--- src/rtl/coeff_pkg.sv ---
// coeff_pkg: shared coefficient types and FSM states for the coefficient loader and CoeffCollect
package coeff_pkg;
  localparam int NCOEF = 9;
  localparam int CW = 9;
  typedef logic signed [CW-1:0] coeff_t;
  typedef coeff_t coeff_set_t [NCOEF];
  typedef enum logic [1:0] {IDLE, FILL, DROP, PEND} state_t;
endpackage

--- src/rtl/coeff_shadow_bank.sv ---
// coeff_shadow_bank: NCOEF x CW register file with indexed write, bulk read and synchronous clear
module coeff_shadow_bank #(
  parameter int NCOEF = coeff_pkg::NCOEF,
  parameter int CW = coeff_pkg::CW,
  localparam int AW = $clog2(NCOEF + 1)
) (
  input  logic                 clk,
  input  logic                 rst,
  input  logic                 clr,
  input  logic                 we,
  input  logic [AW-1:0]        waddr,
  input  logic signed [CW-1:0] wdata,
  output logic signed [CW-1:0] rdata [NCOEF]
);
  logic signed [CW-1:0] mem_q [NCOEF];
  logic signed [CW-1:0] mem_d [NCOEF];
  always_comb begin
    mem_d = mem_q;
    if (clr) mem_d = '{default: '0};
    else if (we) mem_d[waddr] = wdata;
  end
  always_ff @(posedge clk or posedge rst)
    if (rst) mem_q <= '{default: '0};
    else mem_q <= mem_d;
  assign rdata = mem_q;
endmodule

--- src/rtl/coeff_load_ctrl.sv ---
// coeff_load_ctrl: streams a coefficient set into a shadow bank and swaps it active at a frame boundary
module coeff_load_ctrl #(
  parameter int NCOEF = coeff_pkg::NCOEF,
  parameter int CW = coeff_pkg::CW,
  parameter int RST_CENTER = 64,
  localparam int LW = $clog2(NCOEF + 1)
) (
  input  logic                 clk,
  input  logic                 rst,
  input  logic                 cfg_valid,
  output logic                 cfg_ready,
  input  logic signed [CW-1:0] cfg_data,
  input  logic                 cfg_last,
  input  logic                 swap_req,
  output logic signed [CW-1:0] coeffs_data [NCOEF],
  output logic                 coeffs_upd,
  output logic                 busy,
  output logic [LW-1:0]        load_cnt,
  output logic                 err_len,
  input  logic                 err_clr
);
  import coeff_pkg::*;
  localparam logic [LW-1:0] LAST = LW'(NCOEF - 1);
  state_t state_q, state_d;
  logic [LW-1:0] cnt_q, cnt_d;
  logic err_q, err_d, upd_q, upd_d, acc, we, clr;
  logic signed [CW-1:0] act_q [NCOEF];
  logic signed [CW-1:0] act_d [NCOEF];
  logic signed [CW-1:0] shadow [NCOEF];
  coeff_shadow_bank #(.NCOEF(NCOEF), .CW(CW)) u_bank (
    .clk(clk), .rst(rst), .clr(clr), .we(we), .waddr(cnt_q), .wdata(cfg_data), .rdata(shadow)
  );
  assign cfg_ready = state_q != PEND;
  assign busy = state_q != IDLE;
  assign acc = cfg_valid & cfg_ready;
  assign coeffs_data = act_q;
  assign coeffs_upd = upd_q;
  assign load_cnt = cnt_q;
  assign err_len = err_q;
  always_comb begin
    state_d = state_q;
    cnt_d = cnt_q;
    err_d = err_q & ~err_clr;
    act_d = act_q;
    upd_d = 1'b0;
    we = 1'b0;
    clr = 1'b0;
    if (acc && (state_q == IDLE || state_q == FILL)) begin
      we = 1'b1;
      cnt_d = cnt_q + 1'b1;
      if (cnt_q == LAST) begin
        state_d = cfg_last ? PEND : DROP;
        err_d = err_d | ~cfg_last;
      end else if (cfg_last) begin
        state_d = IDLE;
        cnt_d = '0;
        err_d = 1'b1;
      end else state_d = FILL;
    end
    // overlong sets are drained until their last beat; the count stays parked at NCOEF
    if (acc && state_q == DROP && cfg_last) begin
      state_d = IDLE;
      cnt_d = '0;
    end
    if (state_q == PEND && swap_req) begin
      act_d = shadow;
      upd_d = 1'b1;
      cnt_d = '0;
      clr = 1'b1;
      state_d = IDLE;
    end
  end
  always_ff @(posedge clk or posedge rst)
    if (rst) begin
      state_q <= IDLE;
      cnt_q <= '0;
      err_q <= 1'b0;
      upd_q <= 1'b0;
      for (int i = 0; i < NCOEF; i++) act_q[i] <= (i == NCOEF / 2) ? CW'(RST_CENTER) : '0;
    end else begin
      state_q <= state_d;
      cnt_q <= cnt_d;
      err_q <= err_d;
      upd_q <= upd_d;
      act_q <= act_d;
    end
endmodule

--- config.mk ---
export PLATFORM = sky130hd
export DESIGN_NAME = coeff_load_ctrl
export DESIGN_NICKNAME = d
export VERILOG_FILES = /design/src/rtl/coeff_pkg.sv /design/src/rtl/coeff_shadow_bank.sv /design/src/rtl/coeff_load_ctrl.sv
export SDC_FILE = /design/constraint.sdc
export NUM_CORES = 1
export LEC_CHECK = 0
export ABC_AREA = 1
export CORE_MARGIN = 5
export CORE_UTILIZATION = 53
export CTS_CLUSTER_DIAMETER = 50
export DETAILED_ROUTE_END_ITERATION = 12
export HOLD_SLACK_MARGIN = 0.08
export PLACE_DENSITY = 0.78
export SLEW_MARGIN = 15
export SYNTH_ARGS = -nofsm -noshare
export SYNTH_HDL_FRONTEND = slang
export SYNTH_SLANG_ARGS = --single-unit
--- constraint.sdc ---
create_clock -name clk -period 6.6 [get_ports clk]
set_input_delay 1.32 -clock clk [delete_from_list [all_inputs] [get_ports clk]]
set_output_delay 1.32 -clock clk [all_outputs]
set_load 0.05 [all_outputs]
==> impl_metrics.py <==
metrics = {
    "placement": {
        "dp_hpwl_um": 9475,
        "portBuffers": 103,
        "placed_cell_area_sq_mm": 0.007538,
        "globalplace.congestion": 0.7987,
    },
    "floorplan": {
        "coreArea_sq_mm": 0.01191,
        "die_height_um": 119.9,
        "floorplan.die_area_sq_mm": 0.01437,
        "start_util": 0.5370,
        "dieWidth_um": 119.9,
        "pin_count": 104,
        "row_count": 40,
    },
    "route": {
        "vias": 4790,
        "wl_per_cell_um": 17.50,
        "antenna_left": 0,
        "avgViaCountPerCell": 5.487,
        "wl_um": 15280,
        "drc_errors": 0,
        "drt_iter0_drc": 395,
        "dr.max_layer_used": "met4",
        "route.met3.wl_um": 749,
        "dr.pass1.iters": 7,
        "m1WireLength_um": 6347,
        "wl_met2_um": 7936,
    },
    "clock_tree": {
        "clkTransAtPathRegs_ns": 0.06,
        "htree_levels": 4,
        "ctsLongestPathBuffers": 2,
        "cts-root-buf": "clkbuf_16",
        "postCtsSetupBuffers": 0,
        "cts-buffers-inserted": 17,
        "cts.repair.resized": 0,
        "cts_sinks": 170,
        "cts_tree": "done",
        "cts_hold_buf": 0,
        "clk_latency_ns": 0.42,
    },
    "pwr": {
        "powerDensity_mw_per_mm2": 609.9,
        "ir_worst_vdd_uv": 319.5,
        "p_total_mw": 4.996,
        "power_leakage_nw": 3.851,
    },
    "synthesis": {
        "avgSynthCellArea_sq_um": 10.47,
        "syn_area_sq_mm": 0.006396,
        "synth_fp_nets": 630,
        "synth-seq-cells": 170,
        "yosys_warnings": 0,
        "synth_cells": 611,
        "ys_types": 21,
        "ys_seq_area_frac": 0.6653,
    },
    "critical_path": {
        "startpoint_type": "primary input",
        "rrSetupSlack_ns": 4.11,
        "path_cells": "clkdlybuf4s50_1, nand3_4, buf_4, nand2_1, o22ai_1",
        "cp.required_ns": 6.87,
        "endpoint_kind": "flip-flop",
        "reg2reg_depth": 4,
        "crit_start": "swap_req",
        "arrival_ns": 3.61,
        "worstPathMaxFanout": 72,
        "max_stage_delay_ns": 0.60,
        "slowest_stage": "nand3_4",
        "crit_end": "u_bank.rdata[21]$_DFFE_PP0P_",
        "reg2reg_from": "state_q[1]$_DFFE_PP0P_",
        "critPathKind": "primary input to flip-flop",
        "r2r-end": "u_bank.rdata[21]$_DFFE_PP0P_",
    },
    "worst_hold_path": {
        "hp-class": "flip-flop to flip-flop",
    },
    "cells_and_area": {
        "drive_gt1_frac": 0.08127,
        "layout_commonest_cell": "dfrtp_1",
        "finish.net_count": 733,
        "layout_common_cells": "dfrtp_1, nand2_1, clkdlybuf4s50_1",
        "finish.instance_area_sq_mm": 0.008190,
        "n_antenna_cell": 0,
        "area_growth_pct": 28.05,
    },
    "global_routing": {
        "grt_pass1_vias": 4853,
        "grt_pass1_wl_um": 24910,
        "antenna_found_initial": 0,
        "grt_max_degree": 121,
        "overflow": 0,
        "grt.total_usage": 0.2219,
    },
    "sta": {
        "slew_headroom": 0.2976,
        "skew_ns": 0.006250,
        "layout_min_cycle_time_ns": 3.333,
        "setup_tns_ns": 0,
        "finalCritPeriodShare": 0.5050,
        "slew_viol_final": 0,
        "clock.fmax_mhz": 300.0,
        "worst_slew_pin_slew_ns": 1.054,
        "hold_viol": 0,
        "rsz0062_at_grt": "no",
        "setup_viol": 0,
    },
    "run_status": {
        "outcome": "finished clean",
    },
    "job": {
        "maxCapViolCount": 0,
    },
}
==> Yosys cell counts <==
cell,count,area (sq um)
clkbuf_1,6,22.52
a21oi_1,3,15.01
nand2_4,5,56.30
nor2_1,13,48.80
dfrtp_1,169,4229
xor2_1,1,8.760
nand4_1,3,18.77
inv_1,96,360.4
nand2_1,105,394.1
o21ai_1,60,300.3
nand3_1,5,25.02
buf_6,2,22.52
nand2_2,18,112.6
o22ai_1,81,506.7
buf_1,6,22.52
dfstp_2,1,26.28
nand3_2,1,10.01
buf_2,8,40.04
ha_1,4,50.05
nor2_4,1,11.26
o21ai_0,23,115.1
==> metrics by stage <==
step                      hold slack (ns)  setup WS (ns)  cells  utilization
after floorplan                    0.4664         0.6782    611            -
after global placement             0.4692          3.015    842       0.6329
after detailed placement           0.4734          2.958    842       0.6329
after CTS                          0.4883          3.322    873       0.6876
after global routing               0.5095          3.112    873       0.6876
final                              0.4812          3.267    873       0.6876
==> layer usage <==
layer  global-route usage  vias to the layer above
met1               0.2852                     2375
met4              0.07946                        0
met5                    0                        -
li1                     -                     2232
met2               0.3754                      162
met3              0.04618                       21
==> worst min path at each step <==
stage	start	end	slack, ns	depth (start not counted)
6_report	coeffs_data[5]$_DFFE_PP0P_	coeffs_data[5]$_DFFE_PP0P_	0.48	2
5_1_grt	coeffs_data[42]$_DFFE_PP1P_	coeffs_data[42]$_DFFE_PP1P_	0.51	2
4_1_cts	coeffs_data[5]$_DFFE_PP0P_	coeffs_data[5]$_DFFE_PP0P_	0.49	2
3_5_place_dp	coeffs_data[5]$_DFFE_PP0P_	coeffs_data[5]$_DFFE_PP0P_	0.47	2
3_3_place_gp	coeffs_data[16]$_DFFE_PP0P_	coeffs_data[16]$_DFFE_PP0P_	0.47	2
2_1_floorplan	u_bank.rdata[42]$_DFFE_PP0P_	coeffs_data[42]$_DFFE_PP1P_	0.47	2
==> layout make-up <==
cell class	instances	area [sq um]
well taps	147	183.9
clock inverters	10	191.4
flip-flops and latches	170	4255
fillers	890	3721
repair buffers	106	1054
inverters	96	365.4
multi-input cells	323	1680
clock buffers	21	460.4
==> sequential cells by signal (all words and copies together) (netlist names) <==
name and cells:
coeffs_data 81, u_bank.rdata 81, load_cnt 4, state_q 2
coeffs_upd 1, err_len 1
==> where the power goes <==
part | leakage (nW) | total, mW | internal, mW | switching (mW)
Clock | 0.310 | 1.08 | 0.692 | 0.387
Sequential | 2.19 | 1.74 | 1.51 | 0.231
Combinational | 1.35 | 2.18 | 0.681 | 1.49
==> kinds of logic (layout without fill, tap and decap cells) <==
group	Yosys count	after routing	share of synthesized area
buffers and inverters	118	233	0.07316
flip-flops	170	170	0.6653
AND/OR/NAND/NOR	151	151	0.1058
adder cells (fa/ha/maj)	4	4	0.007825
XOR/XNOR	1	1	0.001370
AO/OA/AOI/OAI	167	167	0.1465
==> critical path: cells and delay by family <==
family          cells  cell delay (ns)
simple gates        2             1.01
buf+inv             2             1.06
compound gates      1             0.18
No activity file was read; power rests on OpenSTA's default activity.
